## config.mk

```make
export PLATFORM = sky130hd
export DESIGN_NAME = pwm_output
export DESIGN_NICKNAME = d
export VERILOG_FILES = /design/src/rtl/pid_pkg.sv /design/src/rtl/pwm_saturate.sv /design/src/rtl/pwm_output.sv
export SDC_FILE = /design/constraint.sdc
export NUM_CORES = 1
export LEC_CHECK = 0
export BUFFER_PORTS_ARGS = -buffer_cell sky130_fd_sc_hd__buf_2
export CELL_PAD_IN_SITES_DETAIL_PLACEMENT = 0
export CELL_PAD_IN_SITES_GLOBAL_PLACEMENT = 1
export CORE_MARGIN = 4
export CORE_UTILIZATION = 41
export DETAILED_ROUTE_END_ITERATION = 7
export GPL_ROUTABILITY_DRIVEN = 0
export GPL_TIMING_DRIVEN = 1
export PLACE_DENSITY = 0.76
export SYNTH_ARGS = -nofsm -noshare
export SYNTH_HDL_FRONTEND = slang
export SYNTH_HIERARCHICAL = 1
export SYNTH_SLANG_ARGS = --single-unit
```

## constraint.sdc

```tcl
create_clock -name clk -period 1.7 [get_ports clk]
set_input_delay 0.17 -clock clk [delete_from_list [all_inputs] [get_ports clk]]
set_output_delay 0.17 -clock clk [all_outputs]
set_load 0.1 [all_outputs]
```

## src/rtl/pid_pkg.sv

```systemverilog
// Shared constants for the PID loop: datapath widths, PWM limits and the
// sequencer state codes, so the sequencer and the output stage agree.
package pid_pkg;

  localparam int WIDTH      = 16;
  localparam int PWM_BITS   = 8;
  localparam int PWM_PERIOD = 255;
  // Also the integrator clip value.
  localparam int PWM_MAX    = 181;

  localparam logic [2:0] st_idle      = 3'd0;
  localparam logic [2:0] st_sample    = 3'd1;
  localparam logic [2:0] st_compute_e = 3'd2;
  localparam logic [2:0] st_compute_u = 3'd3;
  localparam logic [2:0] st_update    = 3'd4;

endpackage

```

## src/rtl/pwm_saturate.sv

```systemverilog
// Combinational signed clamp of a WIDTH-bit word into the range 0..MAX,
// returned as an unsigned OUT_BITS-bit value.
module pwm_saturate #(
  parameter int WIDTH    = pid_pkg::WIDTH,
  parameter int OUT_BITS = pid_pkg::PWM_BITS,
  parameter int MAX      = pid_pkg::PWM_MAX
) (
  input  logic signed [WIDTH-1:0]  value,
  output logic        [OUT_BITS-1:0] clamped
);

  localparam logic signed [WIDTH-1:0] MAX_S = WIDTH'(MAX);

  always_comb begin
    clamped = value[OUT_BITS-1:0];
    if (value[WIDTH-1]) begin
      clamped = '0;
    end else if (value > MAX_S) begin
      clamped = OUT_BITS'(MAX);
    end
  end

endmodule

```

## src/rtl/pwm_output.sv

```systemverilog
// PID output stage: clamps the control word, double-buffers it so the duty
// only changes on a period boundary, and drives the registered PWM pin.
module pwm_output #(
  parameter int WIDTH      = pid_pkg::WIDTH,
  parameter int PWM_BITS   = pid_pkg::PWM_BITS,
  parameter int PWM_PERIOD = pid_pkg::PWM_PERIOD,
  parameter int PWM_MAX    = pid_pkg::PWM_MAX,
  parameter int PRESCALE   = 4
) (
  input  logic                    clk,
  input  logic                    reset,
  input  logic                    enable,
  input  logic signed [WIDTH-1:0] u_in,
  input  logic                    u_valid,
  output logic                    pwm_out,
  output logic signed [WIDTH-1:0] u_prev,
  output logic                    period_done,
  output logic                    pending
);

  import pid_pkg::*;

  // A one-bit prescaler is kept even for PRESCALE == 1; it simply stays at 0.
  localparam int PS_W = (PRESCALE > 1) ? $clog2(PRESCALE) : 1;

  logic [PS_W-1:0]     prescale_reg;
  logic [PWM_BITS-1:0] cnt_reg;
  logic [PWM_BITS-1:0] shadow_reg;
  logic [PWM_BITS-1:0] active_reg;
  logic [PWM_BITS-1:0] active_next;
  logic [PWM_BITS-1:0] sat_duty;
  logic                pending_reg;
  logic                pwm_reg;
  logic                period_done_reg;
  logic [WIDTH-1:0]    u_prev_reg;
  logic                tick;
  logic                boundary;

  pwm_saturate #(
    .WIDTH   (WIDTH),
    .OUT_BITS(PWM_BITS),
    .MAX     (PWM_MAX)
  ) u_sat (
    .value  (u_in),
    .clamped(sat_duty)
  );

  assign tick        = enable && (prescale_reg == PS_W'(PRESCALE - 1));
  assign boundary    = tick && (cnt_reg == PWM_BITS'(PWM_PERIOD - 1));
  // The boundary loads the shadow as it was before this edge's capture.
  assign active_next = (boundary && pending_reg) ? shadow_reg : active_reg;

  always_ff @(posedge clk) begin
    if (reset) begin
      prescale_reg    <= '0;
      cnt_reg         <= '0;
      shadow_reg      <= '0;
      active_reg      <= '0;
      pending_reg     <= 1'b0;
      pwm_reg         <= 1'b0;
      period_done_reg <= 1'b0;
      u_prev_reg      <= '0;
    end else begin
      if (enable) begin
        prescale_reg <= tick ? '0 : prescale_reg + PS_W'(1);
        if (tick) begin
          cnt_reg <= (cnt_reg == PWM_BITS'(PWM_PERIOD - 1)) ? '0
                                                            : cnt_reg + PWM_BITS'(1);
        end
      end else begin
        prescale_reg <= '0;
        cnt_reg      <= '0;
      end

      active_reg <= active_next;

      // A capture on the boundary edge stays pending for the next period.
      if (u_valid) begin
        shadow_reg  <= sat_duty;
        pending_reg <= 1'b1;
      end else if (boundary) begin
        pending_reg <= 1'b0;
      end

      if (boundary) begin
        u_prev_reg <= WIDTH'(active_next);
      end

      period_done_reg <= boundary;
      pwm_reg         <= enable && (cnt_reg < active_reg);
    end
  end

  assign pwm_out     = pwm_reg;
  assign u_prev      = u_prev_reg;
  assign period_done = period_done_reg;
  assign pending     = pending_reg;

endmodule
```

Yosys cells after proc, flatten, opt, wreduce, memory -nomap -nowiden
Index checks and enable logic that the tools add are counted.
- bits in registers: 37
- input bits: 20
- output and inout bits: 19
- word-level logic and storage cells: 28
- add/sub/neg operators: 2
- magnitude comparators: 2
- equal/unequal tests: 2
- muxes and demuxes: 6
- bitwise operators: 1
- reduce and logical (&&, ||, !) cells: 7
- operators with widths (cell ; count):
    $mux W8 ; 4
    $gt A16 B9 Y1 const B ; 1
    $add A8 B1 Y8 const B ; 1
    $eq A8 B8 Y1 const B ; 1
    $lt A8 B8 Y1 ; 1
    $logic_and A1 B1 Y1 ; 4
    $reduce_or A3 Y1 ; 1
    $add A2 B1 Y2 const B ; 1
    $eq A2 B2 Y1 const B ; 1
    $mux W1 ; 2
    $reduce_bool A2 Y1 ; 1
    $reduce_or A2 Y1 ; 1
    $not A1 Y1 ; 1

Logic depth before layout (Yosys ltp)
Gate-level depths: netlist of the first run.
- word-level depth: 5
- depth in mapped cells: 6
- gate-level depth less buffers: 5

By module
Netlist of the first run, hierarchy kept.
- by module, submodules not included (module ; instances ; cells an instance ; area each (µm²) ; sequential area each (µm²)):
    pwm_output ; 1 ; 204 ; 1825.5 ; 740.7
    pwm_saturate ; 1 ; 21 ; 142.6 ; 0.0

Worst setup path before layout of the first run
OpenSTA, ideal clock, no wires.
- kind: flip-flop to flip-flop
- start: register pending_reg, in the netlist pending
- end: register active_reg[0]
- setup time: 0.072 ns
- arrival time: 1.962 ns
- data required time: 1.628 ns
- setup slack: -0.334 ns
- cell stages (with the launch flop): 5
- path buffers: 1
- clock period less this slack: 2.034 ns
- path through: dfxtp_1 buf_2 nand3_1 nor3_4 mux2i_1
- longest elaborated chain between the ends: 2
- ends and longest elaborated chain (element ; RTL line ; source):
    from (decl) ; pwm_output.sv:32 ; logic pending_reg;
    from (signal assigned) ; pwm_output.sv:59 ; pending_reg <= 1'b0;
    from (signal assigned) ; pwm_output.sv:80 ; pending_reg <= 1'b1;
    from (signal assigned) ; pwm_output.sv:82 ; pending_reg <= 1'b0;
    $logic_and A1 B1 Y1 ; pwm_output.sv:51 ; assign active_next = (boundary && pending_reg) ? shadow_reg : active_reg;
    $mux W8 ; pwm_output.sv:51 ;
    to (signal assigned) ; pwm_output.sv:75 ; active_reg <= active_next;
    to (decl) ; pwm_output.sv:29 ; logic [PWM_BITS-1:0] active_reg;
Every way passes these cells.
A chain may end at the register's enable or synchronous reset.

Worst setup path after layout of the first run
- start: register cnt_reg[0]
- end: register active_reg[7]
- longest elaborated chain between the ends: 4
- ends and longest elaborated chain (element ; RTL line ; source):
    from (decl) ; pwm_output.sv:27 ; logic [PWM_BITS-1:0] cnt_reg;
    from (signal assigned) ; pwm_output.sv:67 ; cnt_reg <= (cnt_reg == PWM_BITS'(PWM_PERIOD - 1)) ? '0
    $eq A8 B8 Y1 ; pwm_output.sv:49 ; assign boundary = tick && (cnt_reg == PWM_BITS'(PWM_PERIOD - 1));
    $logic_and A1 B1 Y1 ; pwm_output.sv:49 ;
    $logic_and A1 B1 Y1 ; pwm_output.sv:51 ;
    $mux W8 ; pwm_output.sv:51 ;
Every way passes these cells.

==> run summary, run 1 <==
The instance count along the most critical hold path came out at 3. The path with the worst hold slack has its endpoint at cnt_reg[1]$_SDFFE_PP0P_. Yosys mapped a number of flops with a built-in enable equal to 0. The clock root buffer master is clkbuf_8. The sequential share of the synthesized area is 0.376. The number of diodes is 0. The worst slack after detailed placement is 0.112 ns. The cell area after synthesis is 1970 um2. Setup repair after global routing left no endpoint under its margin. The post-synthesis average cell area is 8.75 um2.

In the final timing run, aggregate negative setup slack is 0 ns. The critical path launch point type is a flip-flop. The total length of routed wires came out at 4080 um.

The placeable core region is 4500 um2. The count of antenna-violating nets left after detailed routing is 0. The startpoint identified for the worst hold timing path is enable. In this run the critical register-to-register path is captured at active_reg[7]$_SDFF_PP0_. The global-route usage over all layers is 0.145. The data arrival time of the worst path came out at 1.75 ns. The number of I/O pins is 39. The number of violations of the max-capacitance limit came out at 0. The min-delay analysis places its worst path in the category primary input to flip-flop.

Clock-pin slew was measured on the worst setup and hold paths at 0.07 ns. Setup violations remaining at the end of the flow were counted as 0. The critical path data required time is 1.92 ns. TritonCTS built the clock tree. The max-slew violation count is 0. The via count of the first global-routing pass is 1,470. The async set or reset register ratio after synthesis is 0. After synthesis, the netlist uses 39 different library cells.

The final clock skew came out at 0.00261 ns. The number of clock sinks is 37. The depth of the worst register-to-register path came out at 7. Across the VDD grid, the largest voltage drop is 0.429 mV.

The die boundary height came out at 77.3 um. The number of warnings issued by yosys is 6. The initial detailed-routing violation count is 49. The number of levels in the clock H-tree came out at 2. The horizontal die dimension is 77.3 um. The initial utilization of the core area, before any placement, comes to 0.437. The commonest cells after synthesis are 37 x dfxtp_1, 24 x nand2_1, 20 x inv_1.

The initial antenna violation count is 0. The worst setup path is captured at a flip-flop. The final worst slack came out at 0.168 ns. The multi-input combinational cells in the finished layout cover a total of 1070 um2. The clock passes through at most 2 buffers. The total vias in the final route is 1,595. For this run, the leading register cell type out of synthesis is dfxtp_1.

The overflow left after global routing is 0. The number of nets in the layout came out at 292. The critical path is of the flip-flop to flip-flop type. The die covers 5970 um2. For flop-to-flop paths, the worst setup slack is 0.17 ns. The number of hold-slack violations in the final timing report is 0. The clock latency at the later pin of the worst-skew pair is 0.29 ns.

The DRC violation count after routing is 0. The post-synthesis cell count is 225. Entering global routing, the biggest net connects 20 pins.

The placement row count is 24. The final cycle utilization of the critical path came out at 0.901. The fraction of final layout cells sized beyond drive strength 1 is 0.240. The power per cell area is 755 nW/um2. The filler cell count in the final layout is 446. The wire length per cell is 13.0 um. The routed design could run at a clock period as short as 1.53 ns. The global-route wire length before repair is 6920 um. The largest total area in the synthesized netlist belongs to dfxtp_1. The number of synthesized register bits is 37. The reg-to-reg critical path startpoint is cnt_reg[0]$_SDFFE_PP0P_. Registers take 742 um2. The first detailed-routing pass ran for 4 iterations. The run finished with clean final reports. The post-CTS repair timing setup buffer count came out at 0. Ranked by total cell area, the synthesized netlist is headed by dfxtp_1 38%, mux2i_1 8.1%, ha_1 6.4%.

In the routed layout, each cell is associated on average with a via count of 5.08. The total clock buffers created by CTS is 5. dfxtp_1 is the most common cell in the netlist. The top cell type's share of synthesized area is 0.376. The area overhead of the layout relative to synthesis came out at 15.8%. The count of buffers from port buffering came out at 30. The biggest fanout along the worst timing path came out at 11.

Hold repair after CTS inserted 0 buffers. The static leakage came out at 0.932 nW. After legalization and detailed placement, the total HPWL measured 3020 um. The top achievable clock speed is 653 MHz.

The number of gates resized after CTS was 0.
metrics by stage:
step | std cells | total power [W] | area [um2] | hold slack [ns] | util
6_report | 314 | 0.00172 | 2280 | 0.255 | 0.506
5_1_grt | 314 | 0.00179 | 2280 | 0.280 | 0.506
4_1_cts | 314 | 0.00175 | 2270 | 0.240 | 0.505
3_5_place_dp | 307 | 0.00112 | 2190 | 0.426 | 0.486
3_3_place_gp | 307 | 0.00112 | 2190 | 0.422 | 0.486
2_1_floorplan | 232 | 0.00108 | 2000 | 0.401 | -
power breakdown:
group          internal, W  switching [W]  leakage, nW
combinational    0.0000536       0.000149        0.588
sequential        0.000878      0.0000154        0.300
clock             0.000322       0.000302       0.0443
critical path, stage by stage (launching register included):
cell and delay, ns:
dfxtp_1 0.34, inv_1 0.11, ha_1 0.16, nand3_1 0.10
buf_4 0.20, nor3_4 0.15, buf_4 0.20, mux2i_1 0.20
cell type report:
type | count | share of cell area
inverter | 21 | 0.0346
timing repair buffer | 41 | 0.102
sequential | 37 | 0.325
tap | 52 | 0.0285
clock buffer | 7 | 0.0379
multi-input combinational | 156 | 0.471
metal layers:
metal / global-route usage / part of all wire / wire (um) / vias to the layer above
met1: 0.207 / 0.52 / 2120 / 721
li1: - / - / - / 840
met3: 0.0351 / 0.033 / 133 / 5
met4: 0.0534 / 0.011 / 46 / 0
met5: 0 / 0 / 0 / -
met2: 0.210 / 0.44 / 1780 / 29
worst max-delay path by stage:
stage	startpoint	to	slack (ns)	depth (start not counted)
6_report	cnt_reg[0]$_SDFFE_PP0P_	active_reg[7]$_SDFF_PP0_	0.17	7
5_1_grt	prescale_reg[0]$_SDFF_PP0_	cnt_reg[5]$_SDFFE_PP0P_	0.07	4
4_1_cts	cnt_reg[0]$_SDFFE_PP0P_	u_prev[1]$_SDFFE_PP0P_	0.06	5
3_5_place_dp	u_in[11]	shadow_reg[3]$_SDFFE_PP0P_	0.11	6
3_3_place_gp	u_in[11]	shadow_reg[1]$_SDFFE_PP0P_	0.13	6
2_1_floorplan	pending$_SDFFE_PP0P_	active_reg[0]$_SDFF_PP0_	0.002	4
cells by family (layout without fill, tap and decap cells):
| group | count (synthesis) | in the layout | synth area share |
|---|---|---|---|
| xor+xnor | 2 | 2 | 0.00890 |
| mux | 24 | 24 | 0.127 |
| simple gates | 76 | 76 | 0.207 |
| flops | 37 | 37 | 0.376 |
| other cells | 1 | 8 | 0.00191 |
| compound gates | 36 | 36 | 0.122 |
| fa+ha+maj | 10 | 10 | 0.0636 |
| buf+inv | 39 | 69 | 0.0934 |
cells in the final DEF, fill, tap and decap left out, types with 2 or more instances in the layout:
| cell | n |
|---|---|
| nor4_1 | 8 |
| nor2b_1 | 2 |
| nand2_1 | 24 |
| or4_1 | 2 |
| o31ai_1 | 2 |
| conb_1 | 8 |
| nor3b_1 | 3 |
| nor3_1 | 3 |
| buf_2 | 30 |
| clkbuf_8 | 6 |
| dfxtp_1 | 36 |
| o21ai_0 | 6 |
| nor2_1 | 15 |
| inv_1 | 20 |
| a211oi_1 | 8 |
| mux2_2 | 8 |
| ha_1 | 10 |
| mux2i_1 | 16 |
| nand3_1 | 6 |
| or3_1 | 4 |
| a21oi_1 | 14 |
| buf_4 | 11 |
(Power assumes the default switching activity.)
==> inputs of run 2 (changes only) <==
--- a/config.mk
+++ b/config.mk
@@ -14,5 +14,7 @@
 export GPL_ROUTABILITY_DRIVEN = 0
 export GPL_TIMING_DRIVEN = 1
+export HOLD_SLACK_MARGIN = 0.05
 export PLACE_DENSITY = 0.76
+export SKIP_CTS_REPAIR_TIMING = 1
 export SYNTH_ARGS = -nofsm -noshare
 export SYNTH_HDL_FRONTEND = slang
==> constraint.sdc (replaced) <==
create_clock -name clk -period 1.7 [get_ports clk]
set_input_delay 0.17 -clock clk [delete_from_list [all_inputs] [get_ports clk]]
set_output_delay 0.17 -clock clk [all_outputs]
set_load 0.02 [all_outputs]
==> run summary, run 2 (synthesis results as in run 1) <==
Outcome: complete, no violations (unchanged). The number of violations of the max-capacitance limit came out at 0 (unchanged). The count of buffers from port buffering is 30 (unchanged). The fraction of final layout cells sized beyond drive strength 1 came out at 0.242 (was 0.240). The worst slack after detailed placement is 0.100 ns (was 0.112 ns). The DRC violation count after routing was 0 (unchanged). The register area is 741 um2 (was 742 um2). The endpoint class of the critical path is a flip-flop (unchanged). The clock latency at the later pin of the worst-skew pair is 0.29 ns (about the same). The depth of the worst register-to-register path is 5 (was 7).

The wire length per cell came out at 12.9 um (was 13.0 um). The clock period minus worst slack was 1.56 ns (was 1.53 ns). The placement row count was 24 (unchanged). The global-route usage over all layers is 0.140 (was 0.145). The biggest fanout along the worst timing path is 10 (was 11). The max-slew violation count is 0 (unchanged). The most common cell after layout, fill and taps aside is dfxtp_1 (unchanged). The reg-to-reg critical path startpoint is cnt_reg[0]$_SDFFE_PP0P_ (unchanged).

The instance count along the most critical hold path is 3 (unchanged). The floorplan die area came out at 5970 um2 (unchanged). The share of power burned in registers came out at 0.532 (was 0.519). The power per cell area came out at 732 nW/um2 (was 755 nW/um2). The total clock buffers created by CTS is 5 (unchanged). The static leakage came to 0.936 nW (was 0.932 nW). The overflow left after global routing came out at 0 (unchanged). The first-pass detailed-route iteration total is 4 (unchanged). The horizontal die dimension is 77.3 um (unchanged). The total power is 0.00168 W (was 0.00172 W). The count of antenna-violating nets left after detailed routing was 0 (unchanged).

The via count of the first global-routing pass is 1,459 (was 1,470). The count of final setup violators is 0 (unchanged). The cell area after placement is 2190 um2 (about the same). The critical path launch point type is a flip-flop (unchanged).

The capture point of the worst reg-to-reg path is u_prev[1]$_SDFFE_PP0P_ (was active_reg[7]$_SDFF_PP0_). The die boundary height is 77.3 um (unchanged). The final HPWL from detailed placement is 3060 um (was 3020 um). The total negative slack is 0 ns (unchanged). The number of I/O pins came to 39 (unchanged).

The final cycle utilization of the critical path is 0.918 (was 0.901). The pin count of the biggest net entering global routing came out at 20 (unchanged). The final worst slack was 0.139 ns (was 0.168 ns).

The mean number of vias per cell came out at 5.02 (was 5.08). The data arrival time of the worst path came out at 1.77 ns (was 1.75 ns). The critical path data required time came out at 1.91 ns (was 1.92 ns). The internal power component came out at 0.00123 W (was 0.00125 W).

The area overhead of the layout relative to synthesis is 16.3% (was 15.8%). The total length of routed wires is 4060 um (was 4080 um). The placeable core region is 4500 um2 (unchanged).

The number of levels in the clock H-tree is 2 (unchanged). The maximum vdd drop came to 0.421 mV (was 0.429 mV). The final clock skew is 0.00844 ns (was 0.00261 ns). The register-to-register setup slack is 0.14 ns (was 0.17 ns). The area of all placed cells without fillers is 2290 um2 (was 2280 um2).

The initial core utilization is 0.437 (unchanged). The switching share of power came to 0.265 (was 0.271). The worst-case clock buffer depth is 2 (unchanged). The share of power burned in the clock network is 0.388 (was 0.363). The area of the multi-input gates is 1070 um2 (about the same). The filler cell count in the final layout is 442 (was 446). The number of diodes came to 0 (unchanged). The CTS tree is built (unchanged). The register clock-pin slew on the reported worst setup and hold paths is 0.09 ns (was 0.07 ns). The initial detailed-routing violation count is 50 (was 49). The global-route wire length before repair came out at 6780 um (was 6920 um). The destination of the worst hold path is cnt_reg[1]$_SDFFE_PP0P_ (unchanged). The worst hold path class is primary input to flip-flop (unchanged). The total vias in the final route came out at 1,585 (was 1,595). The initial antenna violation count came out at 0 (unchanged). The power share of the combinational group is 0.079 (was 0.118). The critical path start-end classification is flip-flop to flip-flop (unchanged). The clock root buffer master is clkbuf_8 (unchanged).

Commonest cells after routing, fill and taps aside: 37 x dfxtp_1, 30 x buf_2, 24 x nand2_1 (was 36 x dfxtp_1, 30 x buf_2, 24 x nand2_1). The worst hold path startpoint was enable (unchanged). RSZ-0062 raised after global routing: false (unchanged). The utilization after layout is 0.508 (was 0.506).

The top achievable clock speed was 641 MHz (was 653 MHz). The number of nets in the layout came out at 293 (was 292). The switching power came out at 0.000443 W (was 0.000467 W).

The number of clock sinks is 37 (unchanged). The number of hold-slack violations in the final timing report is 0 (unchanged).
[run 2: cell count changes in the layout (fill, tap and decap cells not counted), sizes merged]
cell      previous run  this run
inv                 20        22
clkbuf               7         5
buf                 41        42
clkinvlp             0         1
[run 2: area by class of cell]
type	instances	area share
repair buffers	42	0.105
inverters	21	0.0344
well taps	52	0.0284
flip-flops and latches	37	0.324
clock buffers	5	0.0301
clock inverters	3	0.0109
multi-input cells	156	0.467
[run 2: per-stage QoR]
step,std cells,hold slack [ns]
finish,316,0.238
global route,316,0.280
CTS,316,0.236
detailed placement,308,0.418
global placement,308,0.422
floorplan,232,0.401
[run 2: worst max-delay path by stage]
stage / from / to
final: cnt_reg[0]$_SDFFE_PP0P_ / u_prev[1]$_SDFFE_PP0P_
after global routing: cnt_reg[0]$_SDFFE_PP0P_ / u_prev[3]$_SDFFE_PP0P_
after CTS: cnt_reg[0]$_SDFFE_PP0P_ / u_prev[1]$_SDFFE_PP0P_
after detailed placement: u_in[11] / shadow_reg[3]$_SDFFE_PP0P_
after global placement: u_in[11] / shadow_reg[1]$_SDFFE_PP0P_
after floorplan: prescale_reg[0]$_SDFF_PP0_ / u_prev[0]$_SDFFE_PP0P_
[run 2: per-layer routing]
| metal | wire (um) | GRT usage | vias to the layer above |
|---|---|---|---|
| met5 | 0 | 0 | - |
| met3 | 126 | 0.0328 | 4 |
| met1 | 2110 | 0.191 | 710 |
| met4 | 40 | 0.0480 | 0 |
| met2 | 1790 | 0.217 | 23 |
| li1 | - | - | 848 |
[run 2: power groups by stage]
| stage | registers (W) | logic, W | clock network (W) |
|---|---|---|---|
| 2_1_floorplan | 0.000906 | 0.000101 | 0 |
| 3_3_place_gp | 0.000913 | 0.000133 | 0 |
| 3_5_place_dp | 0.000913 | 0.000133 | 0 |
| 4_1_cts | 0.000892 | 0.000134 | 0.000669 |
| 5_1_grt | 0.000894 | 0.000147 | 0.000707 |
| 6_report | 0.000892 | 0.000133 | 0.000651 |
[run 2: worst max-delay path, stage by stage (launching register included)]
cell	delay, ns
dfxtp_1	0.34
inv_1	0.09
ha_1	0.15
nand3_1	0.09
or3_1	0.52
a211oi_1	0.28
==> inputs of run 3 (changes only) <==
- CORE_UTILIZATION: 41 -> 37
- PLACE_DENSITY: 0.76 -> 0.73
- clock period: 1.7 -> 1.3 ns (I/O delays scaled with it)
==> run summary, run 3 (synthesis results as in run 1) <==
Outcome: finished, violations left (was complete, no violations). The final reports fail on setup timing. The final clock skew came to 0.0143 ns (was 0.00844 ns). The area overhead of the layout relative to synthesis was 30.6% (was 16.3%). The initial detailed-routing violation count is 30 (was 50).

The floorplan die area is 6550 um2 (was 5970 um2). The initial core utilization is 0.383 (was 0.437). The endpoint class of the critical path is a flip-flop (unchanged).

The final worst slack is -0.0627 ns (was 0.139 ns). The number of nets in the layout was 302 (was 293). The DRC violation count after routing is 0 (unchanged). The count of buffers from port buffering came out at 30 (unchanged).

The fraction of final layout cells sized beyond drive strength 1 came out at 0.359 (was 0.242). The number of buffers and inverters on the critical path came to 1 (unchanged). The register clock-pin slew on the reported worst setup and hold paths is 0.09 ns (about the same).

Cells along the critical path: ha_4 -> buf_6 -> nand4_1 -> or3_1 -> a21oi_2 (was inv_1 -> ha_1 -> nand3_1 -> or3_1 -> a211oi_1). The critical path data required time is 1.53 ns (was 1.91 ns). The most common cell after layout, fill and taps aside was dfxtp_1 (unchanged). The global-route usage over all layers came out at 0.140 (about the same). The total negative slack is -0.780 ns (was 0 ns).

The max-slew violation count was 0 (unchanged). The worst-case clock buffer depth came out at 2 (unchanged). The count of final setup violators is 23 (was 0). The first-pass detailed-route iteration total came out at 4 (unchanged). The CTS tree is built (unchanged). The clock latency at the later pin of the worst-skew pair came out at 0.30 ns (was 0.29 ns). The total length of routed wires came out at 4290 um (was 4060 um). The worst slack after detailed placement is -0.238 ns (was 0.100 ns). The placement row count came to 26 (was 24). The critical path launch point type is a flip-flop (unchanged). The critical path start-end classification is flip-flop to flip-flop (unchanged).

The die boundary height came out at 80.9 um (was 77.3 um). The critical path's largest stage delay came out at 0.42 ns (was 0.52 ns). The total clock buffers created by CTS was 5 (unchanged). The mean number of vias per cell came to 4.74 (was 5.02). The number of levels in the clock H-tree is 2 (unchanged).

The total vias in the final route is 1,625 (was 1,585). The count of antenna-violating nets left after detailed routing came out at 0 (unchanged). The overflow left after global routing came out at 0 (unchanged).

Commonest cells after routing, fill and taps aside: 31 x dfxtp_1, 30 x buf_2, 23 x nand2_1 (was 37 x dfxtp_1, 30 x buf_2, 24 x nand2_1). The maximum vdd drop is 0.451 mV (was 0.421 mV). The number of hold-slack violations in the final timing report was 0 (unchanged). The data arrival time of the worst path came to 1.60 ns (was 1.77 ns). The number of I/O pins was 39 (unchanged). The final HPWL from detailed placement is 3220 um (was 3060 um). The global-route wire length before repair is 7110 um (was 6780 um). The placeable core region came out at 5140 um2 (was 4500 um2). The final cycle utilization of the critical path came out at 1.05 (was 0.918). The clock root buffer master is clkbuf_8 (unchanged). The initial antenna violation count came out at 0 (unchanged). The number of violations of the max-capacitance limit came out at 0 (unchanged).

RSZ-0062 raised after global routing: true (was false). The number of diodes came to 0 (unchanged). The static leakage is 1.03 nW (was 0.936 nW). The gate family responsible for the most delay along the worst path is simple AND/OR/NAND/NOR gates (unchanged). The top achievable clock speed came to 734 MHz (was 641 MHz). The library cell contributing the largest single delay on the critical path was or3_1 (unchanged). The power per cell area came to 854 nW/um2 (was 732 nW/um2). The pin count of the biggest net entering global routing was 20 (unchanged). The wire length per cell was 12.5 um (was 12.9 um).

The worst hold path class is primary input to flip-flop (unchanged). The biggest fanout along the worst timing path was 5 (was 10). The horizontal die dimension is 80.9 um (was 77.3 um). The clock period minus worst slack is 1.36 ns (was 1.56 ns). The number of clock sinks is 37 (unchanged). The via count of the first global-routing pass was 1,558 (was 1,459). The total power came out at 0.00220 W (was 0.00168 W).
-- run 3: changes by cell type in the layout (fill, tap and decap cells not counted), sizes merged --
| cell | change |
|---|---|
| buf | +9 |
| clkinv | +3 |
| clkinvlp | -1 |
| inv | -2 |
-- run 3: per-stage QoR --
step	std cells	hold WS, ns	cell area [um2]	util
after floorplan	232	0.361	2080	-
after global routing	343	0.140	2570	0.500
after CTS	342	0.130	2450	0.477
after global placement	334	0.411	2360	0.459
after detailed placement	334	0.418	2360	0.459
final	343	0.137	2570	0.500
-- run 3: power by group --
group	internal, W	switching, W
registers	0.00115	0.0000128
logic	0.0000871	0.000117
clock network	0.000380	0.000450
total	0.00162	0.000580
-- run 3: cell type report --
| cell class | count | area, um2 |
|---|---|---|
| inverters | 21 | 78.8 |
| flip-flops and latches | 37 | 748 |
| repair buffers | 51 | 348 |
| multi-input cells | 156 | 1220 |
| fillers | 517 | 2570 |
| clock inverters | 3 | 22.5 |
| clock buffers | 5 | 68.8 |
| well taps | 70 | 87.6 |
-- run 3: worst paths after layout --
check,from,to,slack (ns),cells past startpoint
setup / recovery,prescale_reg[0]$_SDFF_PP0_,cnt_reg[4]$_SDFFE_PP0P_,-0.06,5
hold / removal,reset,shadow_reg[1]$_SDFFE_PP0P_,0.14,2
setup reg to reg,prescale_reg[0]$_SDFF_PP0_,cnt_reg[4]$_SDFFE_PP0P_,-0.06,5
hold reg to reg,prescale_reg[0]$_SDFF_PP0_,prescale_reg[0]$_SDFF_PP0_,0.43,1
-- run 3: per-layer routing --
layer,part of all wire,wire [um],GRT usage,vias to the layer above
met5,0,0,0,-
met4,0.0044,19,0.0355,0
met3,0.046,197,0.0432,4
met2,0.47,2020,0.230,28
met1,0.48,2050,0.179,728
li1,-,-,-,865
